<file path="src/rtl/gato_nxn_ctrl.sv">
// gato_nxn_ctrl: N x N tic-tac-toe controller (board, cursor, turns, legality, sequential win/draw scan).
// Define GATO_TIMEOUT_EN to enable the per-move timeout that forfeits the turn after TIMEOUT_CYCLES.
module gato_nxn_ctrl #(
  parameter int N              = 3,
  parameter int TIMEOUT_CYCLES = 50000000,
  localparam int CW = $clog2(N*N),
  localparam int LW = $clog2(2*N+2)
) (
  input  logic              clk,
  input  logic              botonRST,
  input  logic              botonContCasilla,
  input  logic              botonSelect,
  output logic [2*N*N-1:0]  board,
  output logic [CW-1:0]     cursor,
  output logic              turn,
  output logic              busy,
  output logic              juegoTerminado,
  output logic [1:0]        winner,
  output logic              illegal,
  output logic [CW:0]       moves
);

  localparam int NN = N*N;
  localparam int NL = 2*N+2;
  localparam logic [CW-1:0] LAST_CELL = CW'(NN-1);
  localparam logic [CW:0]   ALL_CELLS = (CW+1)'(NN);
  localparam logic [LW-1:0] LAST_LINE = LW'(NL-1);

  typedef enum logic [1:0] {PLAY, CHECK, DONE} state_t;

  state_t            state_reg, state_next;
  logic [2*NN-1:0]   board_reg, board_next;
  logic [CW-1:0]     cursor_reg, cursor_next;
  logic              turn_reg, turn_next;
  logic [1:0]        winner_reg, winner_next;
  logic              illegal_reg, illegal_next;
  logic [CW:0]       moves_reg, moves_next;
  logic [LW-1:0]     line_reg, line_next;
  logic              cont_prev_reg, sel_prev_reg;

  logic              cont_edge, sel_edge, accepted, tmo_expire, cur_empty;
  logic [1:0]        mark;
  logic [NN-1:0]     cell_mark, cell_empty;
  logic [NL-1:0]     line_hit;

  genvar gi, gk;

  assign cont_edge = botonContCasilla & ~cont_prev_reg;
  assign sel_edge  = botonSelect & ~sel_prev_reg;
  assign mark      = {turn_reg, ~turn_reg};

  for (gi = 0; gi < NN; gi++) begin : g_cell
    assign cell_mark[gi]  = (board_reg[2*gi +: 2] == mark);
    assign cell_empty[gi] = (board_reg[2*gi +: 2] == 2'b00);
  end

  // Lines: rows 0..N-1, columns N..2N-1, main diagonal 2N, anti-diagonal 2N+1.
  for (gi = 0; gi < NL; gi++) begin : g_line
    logic [N-1:0] bits;
    for (gk = 0; gk < N; gk++) begin : g_member
      localparam int IDX = (gi < N)     ? gi*N + gk :
                           (gi < 2*N)   ? gk*N + (gi - N) :
                           (gi == 2*N)  ? gk*N + gk :
                                          gk*N + (N - 1 - gk);
      assign bits[gk] = cell_mark[IDX];
    end
    assign line_hit[gi] = &bits;
  end

  assign cur_empty = cell_empty[cursor_reg];
  assign accepted  = (state_reg == PLAY) && sel_edge && cur_empty;

`ifdef GATO_TIMEOUT_EN
  localparam int TW = $clog2(TIMEOUT_CYCLES + 1);
  localparam logic [TW-1:0] TMO_LAST = TW'(TIMEOUT_CYCLES - 1);
  logic [TW-1:0] tmo_reg;

  assign tmo_expire = (state_reg == PLAY) && (tmo_reg == TMO_LAST);

  // Zero outside PLAY, so every entry into PLAY starts a fresh count.
  always_ff @(posedge clk) begin
    if (botonRST || state_reg != PLAY || accepted || tmo_expire) begin
      tmo_reg <= '0;
    end else begin
      tmo_reg <= tmo_reg + 1'b1;
    end
  end
`else
  assign tmo_expire = 1'b0;
`endif

  always_comb begin
    state_next   = state_reg;
    board_next   = board_reg;
    cursor_next  = cursor_reg;
    turn_next    = turn_reg;
    winner_next  = winner_reg;
    illegal_next = 1'b0;
    moves_next   = moves_reg;
    line_next    = line_reg;
    case (state_reg)
      PLAY: begin
        if (cont_edge) begin
          cursor_next = (cursor_reg == LAST_CELL) ? '0 : cursor_reg + 1'b1;
        end
        if (sel_edge) begin
          if (cur_empty) begin
            board_next[2*int'(cursor_reg) +: 2] = mark;
            moves_next = moves_reg + 1'b1;
            line_next  = '0;
            state_next = CHECK;
          end else begin
            illegal_next = 1'b1;
          end
        end
        if (tmo_expire && !accepted) begin
          turn_next = ~turn_reg;
        end
      end
      CHECK: begin
        if (line_hit[line_reg]) begin
          winner_next = mark;
          state_next  = DONE;
        end else if (line_reg == LAST_LINE) begin
          if (moves_reg == ALL_CELLS) begin
            winner_next = 2'b00;
            state_next  = DONE;
          end else begin
            turn_next  = ~turn_reg;
            state_next = PLAY;
          end
        end else begin
          line_next = line_reg + 1'b1;
        end
      end
      DONE: begin
      end
      default: state_next = PLAY;
    endcase
  end

  always_ff @(posedge clk) begin
    if (botonRST) begin
      state_reg     <= PLAY;
      board_reg     <= '0;
      cursor_reg    <= '0;
      turn_reg      <= 1'b0;
      winner_reg    <= 2'b00;
      illegal_reg   <= 1'b0;
      moves_reg     <= '0;
      line_reg      <= '0;
      cont_prev_reg <= 1'b0;
      sel_prev_reg  <= 1'b0;
    end else begin
      state_reg     <= state_next;
      board_reg     <= board_next;
      cursor_reg    <= cursor_next;
      turn_reg      <= turn_next;
      winner_reg    <= winner_next;
      illegal_reg   <= illegal_next;
      moves_reg     <= moves_next;
      line_reg      <= line_next;
      cont_prev_reg <= botonContCasilla;
      sel_prev_reg  <= botonSelect;
    end
  end

  assign board          = board_reg;
  assign cursor         = cursor_reg;
  assign turn           = turn_reg;
  assign busy           = (state_reg == CHECK);
  assign juegoTerminado = (state_reg == DONE);
  assign winner         = winner_reg;
  assign illegal        = illegal_reg;
  assign moves          = moves_reg;

endmodule

</file>
<file path="config.mk">
export PLATFORM = sky130hd
export DESIGN_NAME = gato_nxn_ctrl
export DESIGN_NICKNAME = d
export VERILOG_FILES = /design/src/rtl/gato_nxn_ctrl.sv
export SDC_FILE = /design/constraint.sdc
export NUM_CORES = 1
export LEC_CHECK = 0
export CORE_MARGIN = 10
export CORE_UTILIZATION = 53
export DETAILED_ROUTE_END_ITERATION = 7
export PLACE_DENSITY_LB_ADDON = 0.25
export REMOVE_ABC_BUFFERS = 1
export SETUP_SLACK_MARGIN = 0.02
export SLEW_MARGIN = 20
export SYNTH_ARGS = -nofsm -noshare
export SYNTH_HDL_FRONTEND = slang
export SYNTH_SLANG_ARGS = --single-unit
</file>
<file path="constraint.sdc">
create_clock -name clk -period 2.82 [get_ports clk]
set_input_delay 0.564 -clock clk [delete_from_list [all_inputs] [get_ports clk]]
set_output_delay 0.564 -clock clk [all_outputs]
set_load 0.02 [all_outputs]
</file>
==> flow_metrics.env, run 1 <==
export IMPL_ys_flop_type="dfxtp_1"
export IMPL_p_seq_share_pct=49.2
export IMPL_grt_max_degree=23
export IMPL_die_width_microns=85.1
export IMPL_cts_resized_gates=0
export IMPL_cts_buffer_depth=2
export IMPL_wirelength_mm=5.67
export IMPL_multi_input_area_sq_um=1400
export IMPL_worst_slack_ns=0.497
export IMPL_dp_hpwl_mm=4.44
export IMPL_via_count=2036
export IMPL_p_leak_nw=0.991
export IMPL_rows=23
export IMPL_hp_class="flip-flop to flip-flop"
export IMPL_synthMuxAreaShare_pct=11.6
export IMPL_cts_htree_levels=2
export IMPL_final_layout_size_suffix_gt1_share_pct=10.3
export IMPL_die_area_sq_um=7240
export IMPL_grt_pass1_vias=2009
export IMPL_slowest_stage="or3b_2"
export IMPL_p_comb_share_pct=16.6
export IMPL_seq_area_sq_um=761
export IMPL_numCtsBuffers=5
export IMPL_final_setup_tns_ns=0
export IMPL_slew_headroom_pct=69.0
export IMPL_p_sw_share_pct=28.7
export IMPL_setup_viol=0
export IMPL_via_per_inst=5.78
export IMPL_end_kind="flip-flop"
export IMPL_place_congestion=0.867
export IMPL_fin_worst_skew_ns=0.00894
export IMPL_overflow=0
export IMPL_wl_per_cell_microns=16.1
export IMPL_largest_register_ffs=18
export IMPL_post_route_min_period_ns=2.32
export IMPL_fillers=352
export IMPL_yosysUniqueCellTypes=52
export IMPL_rsz0062_at_grt="false"
export IMPL_switching_power_w=0.000331
export IMPL_cp_start_kind="flip-flop"
export IMPL_fmaxAchievable_mhz=430
export IMPL_coreArea_sq_um=4060
export IMPL_drc_errors=0
export IMPL_antenna_found_initial=0
export IMPL_max_stage_delay_ns=0.48
export IMPL_synth_xor_area_share_pct=1.95
export IMPL_clock_sinks=38
export IMPL_hold_viol=0
export IMPL_synth_simple_area_share_pct=30.3
export IMPL_status="completed"
export IMPL_dr_pass1_iters=4
export IMPL_drv_slew=0
export IMPL_irDropWorstVdd_mv=0.230
export IMPL_syn_area_per_cell_sq_um=8.60
export IMPL_worst_pin_slew_ns=0.464
export IMPL_ioPinCount=37
export IMPL_start_util_pct=55.3
export IMPL_synth_seq_cells=38
export IMPL_synth_top_family_by_area="simple AND/OR/NAND/NOR gates"
export IMPL_worstPathMaxFanout=12
export IMPL_crit_required_ns=2.99
export IMPL_arrival_ns=2.50
export IMPL_synth_compound_area_share_pct=13.5
export IMPL_cts_setup_buffers=0
export IMPL_antenna_cells=0
export IMPL_layout_nets=314
export IMPL_grt_pass1_wl_mm=9.78
export IMPL_die_h_microns=85.1
export IMPL_grtUsageTotal_pct=16.1
export IMPL_place_ws_ns=0.416
export IMPL_initialDrtViolationCount=152
export IMPL_period_share_pct=82.4
export IMPL_p_per_area_nw_per_um2=416
export IMPL_cts_root_buf="clkbuf_8"
export IMPL_ys_warnings_count=0
export IMPL_yosysSeqAreaShare_pct=33.9
export IMPL_syn_cell_area_sq_um=2240
export IMPL_crit_chain="buf_4 > or3b_2 > o22a_1 > a2bb2oi_1 > o221ai_2 > nand3_2 > mux2_1"
export IMPL_port_buffers=36
export IMPL_intPower_w=0.000822
export IMPL_ant_nets=0
export IMPL_maxCapViolations=0
export IMPL_synthAdderAreaFrac_pct=5.02
export IMPL_insertion_delay_ns=0.29
export IMPL_clkTransAtPathRegs_ns=0.07
export IMPL_critPathKind="flip-flop to flip-flop"
export IMPL_synth_edff_count=0
export IMPL_finalPower_w=0.00115
export IMPL_ctsHoldBuffers=0
export IMPL_syn_inst=261
export IMPL_async_reset_ff_share_pct=0
export IMPL_cts_tree="yes"
export IMPL_syn_to_final_growth_pct=23.5
export IMPL_power_frac_clock_pct=34.2
export IMPL_worst_hold_slack_ns=0.498
## critical path, delay by kind of cell, from the launching register on
kind	cells	cell delay, ns
AOI/OAI and AO/OA	3	0.63
buffers and inverters	1	0.21
DFF	1	0.42
muxes	1	0.34
and+or+nand+nor	2	0.62
## cell usage after synthesis, types with 4 or more instances
cell	count	area share [%]
a21oi_1	6	1.3
and3_1	5	1.4
buf_2	4	0.89
clkbuf_1	5	0.84
dfxtp_1	38	34
ha_1	9	5.0
inv_1	10	1.7
mux2_1	4	2.0
mux2i_1	17	7.6
nand2_1	32	5.4
nand2b_1	10	2.8
nand3_1	10	2.2
nand3b_1	6	2.0
nor2_1	24	4.0
nor2b_1	4	1.1
nor3_1	10	2.2
nor3b_1	4	1.3
o21ai_0	7	1.6
xor2_1	4	1.6
## layout by cell type (no fill, tap or decap), types with 2 or more instances in the layout
cell type,instances
mux4_2,2
inv_1,10
o21ai_0,7
dfxtp_1,38
mux2_1,4
a211oi_2,2
and4_1,2
xor2_1,4
clkdlybuf4s50_1,36
o21a_1,2
clkbuf_8,6
a21oi_1,6
a211oi_1,2
nor3_1,10
nand2b_1,10
a31oi_1,3
nand3_2,3
nand3b_1,6
nor3b_1,4
o22a_1,2
o22ai_1,3
buf_4,7
and2_1,2
and3_1,5
mux2i_1,17
o2111ai_1,3
or3b_2,2
nand3_1,10
nand2_1,32
or3b_1,3
nor2b_1,4
nor2_1,24
nor3b_2,2
ha_1,9
## metal layers
metal	track usage (%)	share of wire, %	wire [microns]
met5	0	0	0
met4	5.54	1.3	74
met3	5.74	6.8	383
met2	27.0	48	2750
met1	18.5	43	2470
## per-stage QoR
step | instances | utilization (%) | instance area, sq um
floorplan | 251 | - | 2200
global placement | 344 | 66.0 | 2680
detailed placement | 344 | 66.0 | 2680
CTS | 352 | 68.3 | 2770
global route | 352 | 68.3 | 2770
finish | 352 | 68.3 | 2770
## path summary, 6_finish.rpt
kind / from / end / slack (ns) / cells after the start
worst max-delay path: turn / winner[1] / 0.50 / 7
worst min-delay path: board[2] / board[2] / 0.50 / 2
worst max register to register: turn / winner[1] / 0.50 / 7
worst min register to register: board[2] / board[2] / 0.50 / 2
## power groups by stage
stage | Combinational [W] | Clock, W | Sequential (W)
6_report | 0.000191 | 0.000395 | 0.000568
3_3_place_gp | 0.000188 | 0 | 0.000580
3_5_place_dp | 0.000190 | 0 | 0.000581
4_1_cts | 0.000192 | 0.000398 | 0.000568
2_1_floorplan | 0.000110 | 0 | 0.000589
5_1_grt | 0.000210 | 0.000425 | 0.000571
## final cells by class
class / count / area share [%]
multi-input cells: 202 / 50.5
flip-flops and latches: 38 / 27.4
repair buffers: 43 / 14.9
clock buffers: 6 / 2.98
well taps: 50 / 2.26
inverters: 11 / 1.49
clock inverters: 2 / 0.451
## logic make-up after synthesis
group                      count (synthesis)
DFF                                       38
buffers and inverters                     21
adders and majority gates                  9
and+or+nand+nor                          125
AOI/OAI and AO/OA                         40
xor gates and xnor gates                   5
muxes                                     23
(Power assumes the default switching activity.)
==> run 2: changes to the inputs <==
==> constraint.sdc (replaced) <==
create_clock -name clk -period 2.3 [get_ports clk]
set_input_delay 0.46 -clock clk [delete_from_list [all_inputs] [get_ports clk]]
set_output_delay 0.46 -clock clk [all_outputs]
set_load 0.02 [all_outputs]
==> run 2 against run 1 <==
Compared with the run above:
- routed wire length increased by 6.1%
- via count is 4.8% higher
- fmax increased by 8.4%
- sequential share of layout area decreased by 1.2 points
- power increased by 43%
- flip-flop and latch count did not move
- setup slack lost 0.34 ns
- final area is 4.6% higher
- critical path type unchanged
- critical endpoint is now board[13]
==> flow_metrics.env, run 2 (synthesis gave the netlist of run 1 again) <==
export IMPL_dp_hpwl_mm=4.64
export IMPL_reg2reg_depth=6
export IMPL_fin_worst_skew_ns=0.00268
export IMPL_cts_htree_levels=2
export IMPL_dr_pass1_iters=4
export IMPL_insertion_delay_ns=0.30
export IMPL_post_route_min_period_ns=2.14
export IMPL_overflow=0
export IMPL_via_count=2134
export IMPL_via_per_inst=5.88
export IMPL_multi_input_area_sq_um=1400
export IMPL_largest_register_ffs=18
export IMPL_initialDrtViolationCount=187
export IMPL_drc_errors=0
export IMPL_numCtsBuffers=5
export IMPL_final_common_cell="dfxtp_1"
export IMPL_critPathTopFamily="multiplexers"
export IMPL_irDropWorstVdd_mv=0.324
export IMPL_period_share_pct=93.2
export IMPL_placed_area_sq_um=2760
export IMPL_place_congestion=0.908
export IMPL_wl_per_cell_microns=16.6
export IMPL_seq_area_sq_um=762
export IMPL_die_h_microns=85.1
export IMPL_antenna_found_initial=0
export IMPL_cts_buffer_depth=2
export IMPL_fmaxAchievable_mhz=467
export IMPL_grt_pass1_wl_mm=10.2
export IMPL_hp_class="flip-flop to flip-flop"
export IMPL_critPathKind="flip-flop to flip-flop"
export IMPL_fillers=335
export IMPL_hold_viol=0
export IMPL_ant_nets=0
export IMPL_rsz0062_at_grt="false"
export IMPL_r2r_setup_slack_ns=0.16
export IMPL_grtUsageMet1_pct=19.6
export IMPL_final_setup_tns_ns=0
export IMPL_worst_pin_slew_ns=0.467
export IMPL_grt_met2_usage_pct=27.7
export IMPL_antenna_cells=0
export IMPL_crit_buf_inv=1
export IMPL_crit_chain="inv_2 > mux4_2 > a32o_2 > nor2_4 > nor3b_2 > mux2_1"
export IMPL_slowest_stage="mux4_2"
export IMPL_layout_nets=325
export IMPL_die_width_microns=85.1
export IMPL_slew_headroom_pct=68.6
export IMPL_max_stage_delay_ns=0.58
export IMPL_end_kind="flip-flop"
export IMPL_clkTransAtPathRegs_ns=0.08
export IMPL_status="completed"
export IMPL_rows=23
export IMPL_drv_slew=0
export IMPL_setup_viol=0
export IMPL_crit_required_ns=2.49
export IMPL_cts_tree="yes"
export IMPL_cp_depth=6
export IMPL_p_per_area_nw_per_um2=567
export IMPL_ioPinCount=37
export IMPL_grt_max_degree=18
export IMPL_p_leak_nw=1.07
export IMPL_cts_setup_buffers=0
export IMPL_final_layout_size_suffix_gt1_share_pct=14.1
export IMPL_clock_sinks=38
export IMPL_start_util_pct=55.3
export IMPL_busiest_layer="met2"
export IMPL_die_area_sq_um=7240
export IMPL_arrival_ns=2.34
export IMPL_cts_root_buf="clkbuf_8"
export IMPL_final_cell_mix="37 x dfxtp_1, 36 x clkdlybuf4s50_1, 32 x nand2_1"
export IMPL_cp_start_kind="flip-flop"
export IMPL_worstPathMaxFanout=10
export IMPL_final_area_sq_um=2900
export IMPL_port_buffers=36
export IMPL_grtUsageTotal_pct=16.9
export IMPL_wirelength_mm=6.02
export IMPL_hold_depth=2
export IMPL_grt_pass1_vias=2060
export IMPL_maxCapViolations=0
export IMPL_coreArea_sq_um=4060
export IMPL_met3_usage_pct=5.74
export IMPL_syn_to_final_growth_pct=29.3
==> run 2: cell types whose count changed in the layout (fill, tap and decap cells not counted), sizes merged <==
cell,delta
bufinv,+2
clkinvlp,-1
clkbuf,-1
buf,+11
==> run 2: final cells by class <==
type                    count  area share (%)
inverters                  11            1.42
multi-input cells         202            48.3
flip-flops and latches     38            26.3
repair buffers             54            17.1
clock inverters             3            2.37
well taps                  50            2.16
clock buffers               5            2.37
==> run 2: repair_timing <==
item	in CTS	in global routing
resized for setup	0	2
hold buffers	0	0
endpoints found under the setup margin	0	8
==> run 2: power by group <==
group / switching (W) / internal (W) / total [W]
registers: 0.0000196 / 0.000674 / 0.000694
logic: 0.000147 / 0.000108 / 0.000255
clock network: 0.000262 / 0.000435 / 0.000696
==> run 2: worst min-delay path, delay by kind of cell (launching register included) <==
kind | cells | cell delay [ns]
DFF | 1 | 0.35
and+or+nand+nor | 1 | 0.06
muxes | 1 | 0.05
==> run 2: metal layers <==
| metal | vias up | part of all wire [%] | wire length, microns |
|---|---|---|---|
| li1 | 1038 | - | - |
| met1 | 1004 | 41 | 2500 |
| met2 | 79 | 47 | 2860 |
| met3 | 13 | 8.8 | 532 |
| met4 | 0 | 2.2 | 134 |
| met5 | - | 0 | 0 |
==> run 2: final timing paths <==
kind | startpoint | to
setup / recovery | cursor[0] | board[13]
hold / removal | board[6] | board[6]
setup reg to reg | cursor[0] | board[13]
hold reg to reg | board[6] | board[6]
==> run 2: through the flow <==
step	utilization, %	total power (W)	hold slack, ns	setup slack (ns)	std cells
after floorplan	-	0.000858	0.487	0.0566	251
after global placement	68.0	0.000955	0.485	0.114	355
after detailed placement	68.0	0.000960	0.495	0.0639	355
after CTS	71.4	0.00165	0.507	0.0525	363
after global routing	71.5	0.00170	0.526	0.0647	363
final	71.5	0.00164	0.507	0.157	363
==> run 3: changes to the inputs <==
--- a/config.mk
+++ b/config.mk
@@ -5,8 +5,7 @@
 export SDC_FILE = /design/constraint.sdc
 export NUM_CORES = 1
 export LEC_CHECK = 0
-export CORE_MARGIN = 10
-export CORE_UTILIZATION = 53
+export CORE_UTILIZATION = 48
 export DETAILED_ROUTE_END_ITERATION = 7
 export PLACE_DENSITY_LB_ADDON = 0.25
 export REMOVE_ABC_BUFFERS = 1
==> constraint.sdc (replaced) <==
create_clock -name clk -period 1.9 [get_ports clk]
set_input_delay 0.38 -clock clk [delete_from_list [all_inputs] [get_ports clk]]
set_output_delay 0.38 -clock clk [all_outputs]
set_load 0.02 [all_outputs]
==> run 3 against run 2 <==
Compared with the run above:
- the flow now finishes with violations (negative setup slack)
- clock power decreased by 14%
- final area increased by 18%
- flip-flop and latch count is the same
- cell count is 12% higher
- highest routed layer unchanged
==> flow_metrics.env, run 3 (synthesis gave the netlist of run 1 again) <==
export IMPL_status="complete, but fails checks"
export IMPL_failed_checks="negative setup slack"
export IMPL_coreArea_sq_um=4410
export IMPL_die_width_microns=70.4
export IMPL_ioPinCount=37
export IMPL_grt_pass1_vias=2216
export IMPL_antenna_cells=0
export IMPL_fmaxAchievable_mhz=483
export IMPL_dp_hpwl_mm=4.57
export IMPL_antenna_found_initial=0
export IMPL_post_route_min_period_ns=2.07
export IMPL_clock_sinks=38
export IMPL_finish_utilization_pct=77.2
export IMPL_cp_start_kind="flip-flop"
export IMPL_hold_depth=2
export IMPL_dr_pass1_iters=4
export IMPL_dp_cells=393
export IMPL_fin_worst_skew_ns=0.00559
export IMPL_r2r_setup_slack_ns=-0.17
export IMPL_irDropWorstVdd_mv=0.410
export IMPL_layout_nets=365
export IMPL_drc_errors=0
export IMPL_via_count=2358
export IMPL_numCtsBuffers=5
export IMPL_end_kind="flip-flop"
export IMPL_grtUsageTotal_pct=27.7
export IMPL_clkTransAtPathRegs_ns=0.08
export IMPL_min_to="board[8]"
export IMPL_cts_root_buf="clkbuf_8"
export IMPL_wl_per_cell_microns=16.7
export IMPL_arrival_ns=2.26
export IMPL_largest_register_ffs=18
export IMPL_initialDrtViolationCount=154
export IMPL_period_share_pct=109
export IMPL_worst_slack_ns=-0.169
export IMPL_drv_slew=0
export IMPL_ant_nets=0
export IMPL_syn_to_final_growth_pct=52.0
export IMPL_cts_tree="yes"
export IMPL_maxCapViolations=0
export IMPL_wirelength_mm=6.77
export IMPL_grt_pass1_wl_mm=10.7
export IMPL_rows=24
export IMPL_start_util_pct=50.8
export IMPL_cts_htree_levels=2
export IMPL_slew_headroom_pct=69.5
export IMPL_worst_pin_slew_ns=0.457
export IMPL_rsz0062_at_grt="true"
export IMPL_place_congestion=0.878
export IMPL_r2r_end="winner[0]"
export IMPL_worst_hold_slack_ns=0.506
export IMPL_grt_max_degree=23
export IMPL_final_layout_size_suffix_gt1_share_pct=33.4
export IMPL_p_leak_nw=1.35
export IMPL_hold_start="board[8]"
export IMPL_crit_required_ns=2.09
export IMPL_hp_class="flip-flop to flip-flop"
export IMPL_final_common_cell="buf_4"
export IMPL_die_h_microns=70.4
export IMPL_r2r_start="turn"
export IMPL_critPathKind="flip-flop to flip-flop"
export IMPL_reg2reg_depth=6
export IMPL_cts_buffer_depth=2
export IMPL_insertion_delay_ns=0.30
export IMPL_worstPathMaxFanout=7
export IMPL_ctsHoldBuffers=0
export IMPL_setup_viol=23
export IMPL_place_ws_ns=-0.271
export IMPL_via_per_inst=5.82
export IMPL_p_per_area_nw_per_um2=544
export IMPL_finalPower_w=0.00185
export IMPL_die_area_sq_um=4950
export IMPL_final_cell_mix="53 x buf_4, 33 x clkdlybuf4s50_1, 32 x nand2_1"
export IMPL_port_buffers=36
export IMPL_hold_viol=0
export IMPL_fillers=292
export IMPL_instances_no_fill=405
export IMPL_overflow=0
run 3: critical path, cell delays in order (launching register included):
cell	delay, ns
dfxtp_4	0.37
or3b_2	0.50
o221ai_1	0.24
o2111ai_2	0.19
o311ai_4	0.15
nand3_2	0.18
mux2_1	0.33
run 3: per-layer routing:
metal | up-vias | GRT usage, % | part of all wire, %
met5 | - | 0 | 0
met3 | 8 | 6.49 | 6.1
met4 | 0 | 7.78 | 1.1
met1 | 1145 | 34.7 | 42
li1 | 1113 | - | -
met2 | 92 | 47.2 | 51
run 3: cell type report:
class	count	area [sq um]	share of cell area, %
multi-input combinational	202	1620	47.4
clock buffer	7	86.3	2.53
clock inverter	1	5.00	0.147
tap	52	65.1	1.91
sequential	38	779	22.9
inverter	11	46.3	1.36
timing repair buffer	94	812	23.8
run 3: where the power goes:
part	internal (W)	leakage [nW]	switching [W]
Combinational	0.000185	0.989	0.000225
Clock	0.000293	0.0482	0.000305
Sequential	0.000815	0.314	0.0000296
run 3: how the worst max path moves through the flow:
stage                          from           to  slack (ns)  cells past startpoint
after floorplan           cursor[1]     board[4]       -0.34                      8
after global placement         turn         turn       -0.21                      6
after detailed placement       turn  line_reg[0]       -0.27                      6
after CTS                      turn    winner[0]       -0.11                      7
after global routing           turn    winner[0]       -0.23                      6
final                          turn    winner[0]       -0.17                      6
run 3: timing repair:
item | in CTS | in global routing
hold endpoints to repair | 0 | 0
setup buffers | 7 | 2
setup endpoints to repair | 34 | 31
pin swaps | 20 | 8
resized for setup | 58 | 10
run 3: through the flow:
step           instance area, sq um  TNS (ns)
2_1_floorplan                  2200     -4.80
3_3_place_gp                   3030     -4.37
3_5_place_dp                   3030     -4.84
4_1_cts                        3340    -0.839
5_1_grt                        3410     -2.96
6_report                       3410     -1.24
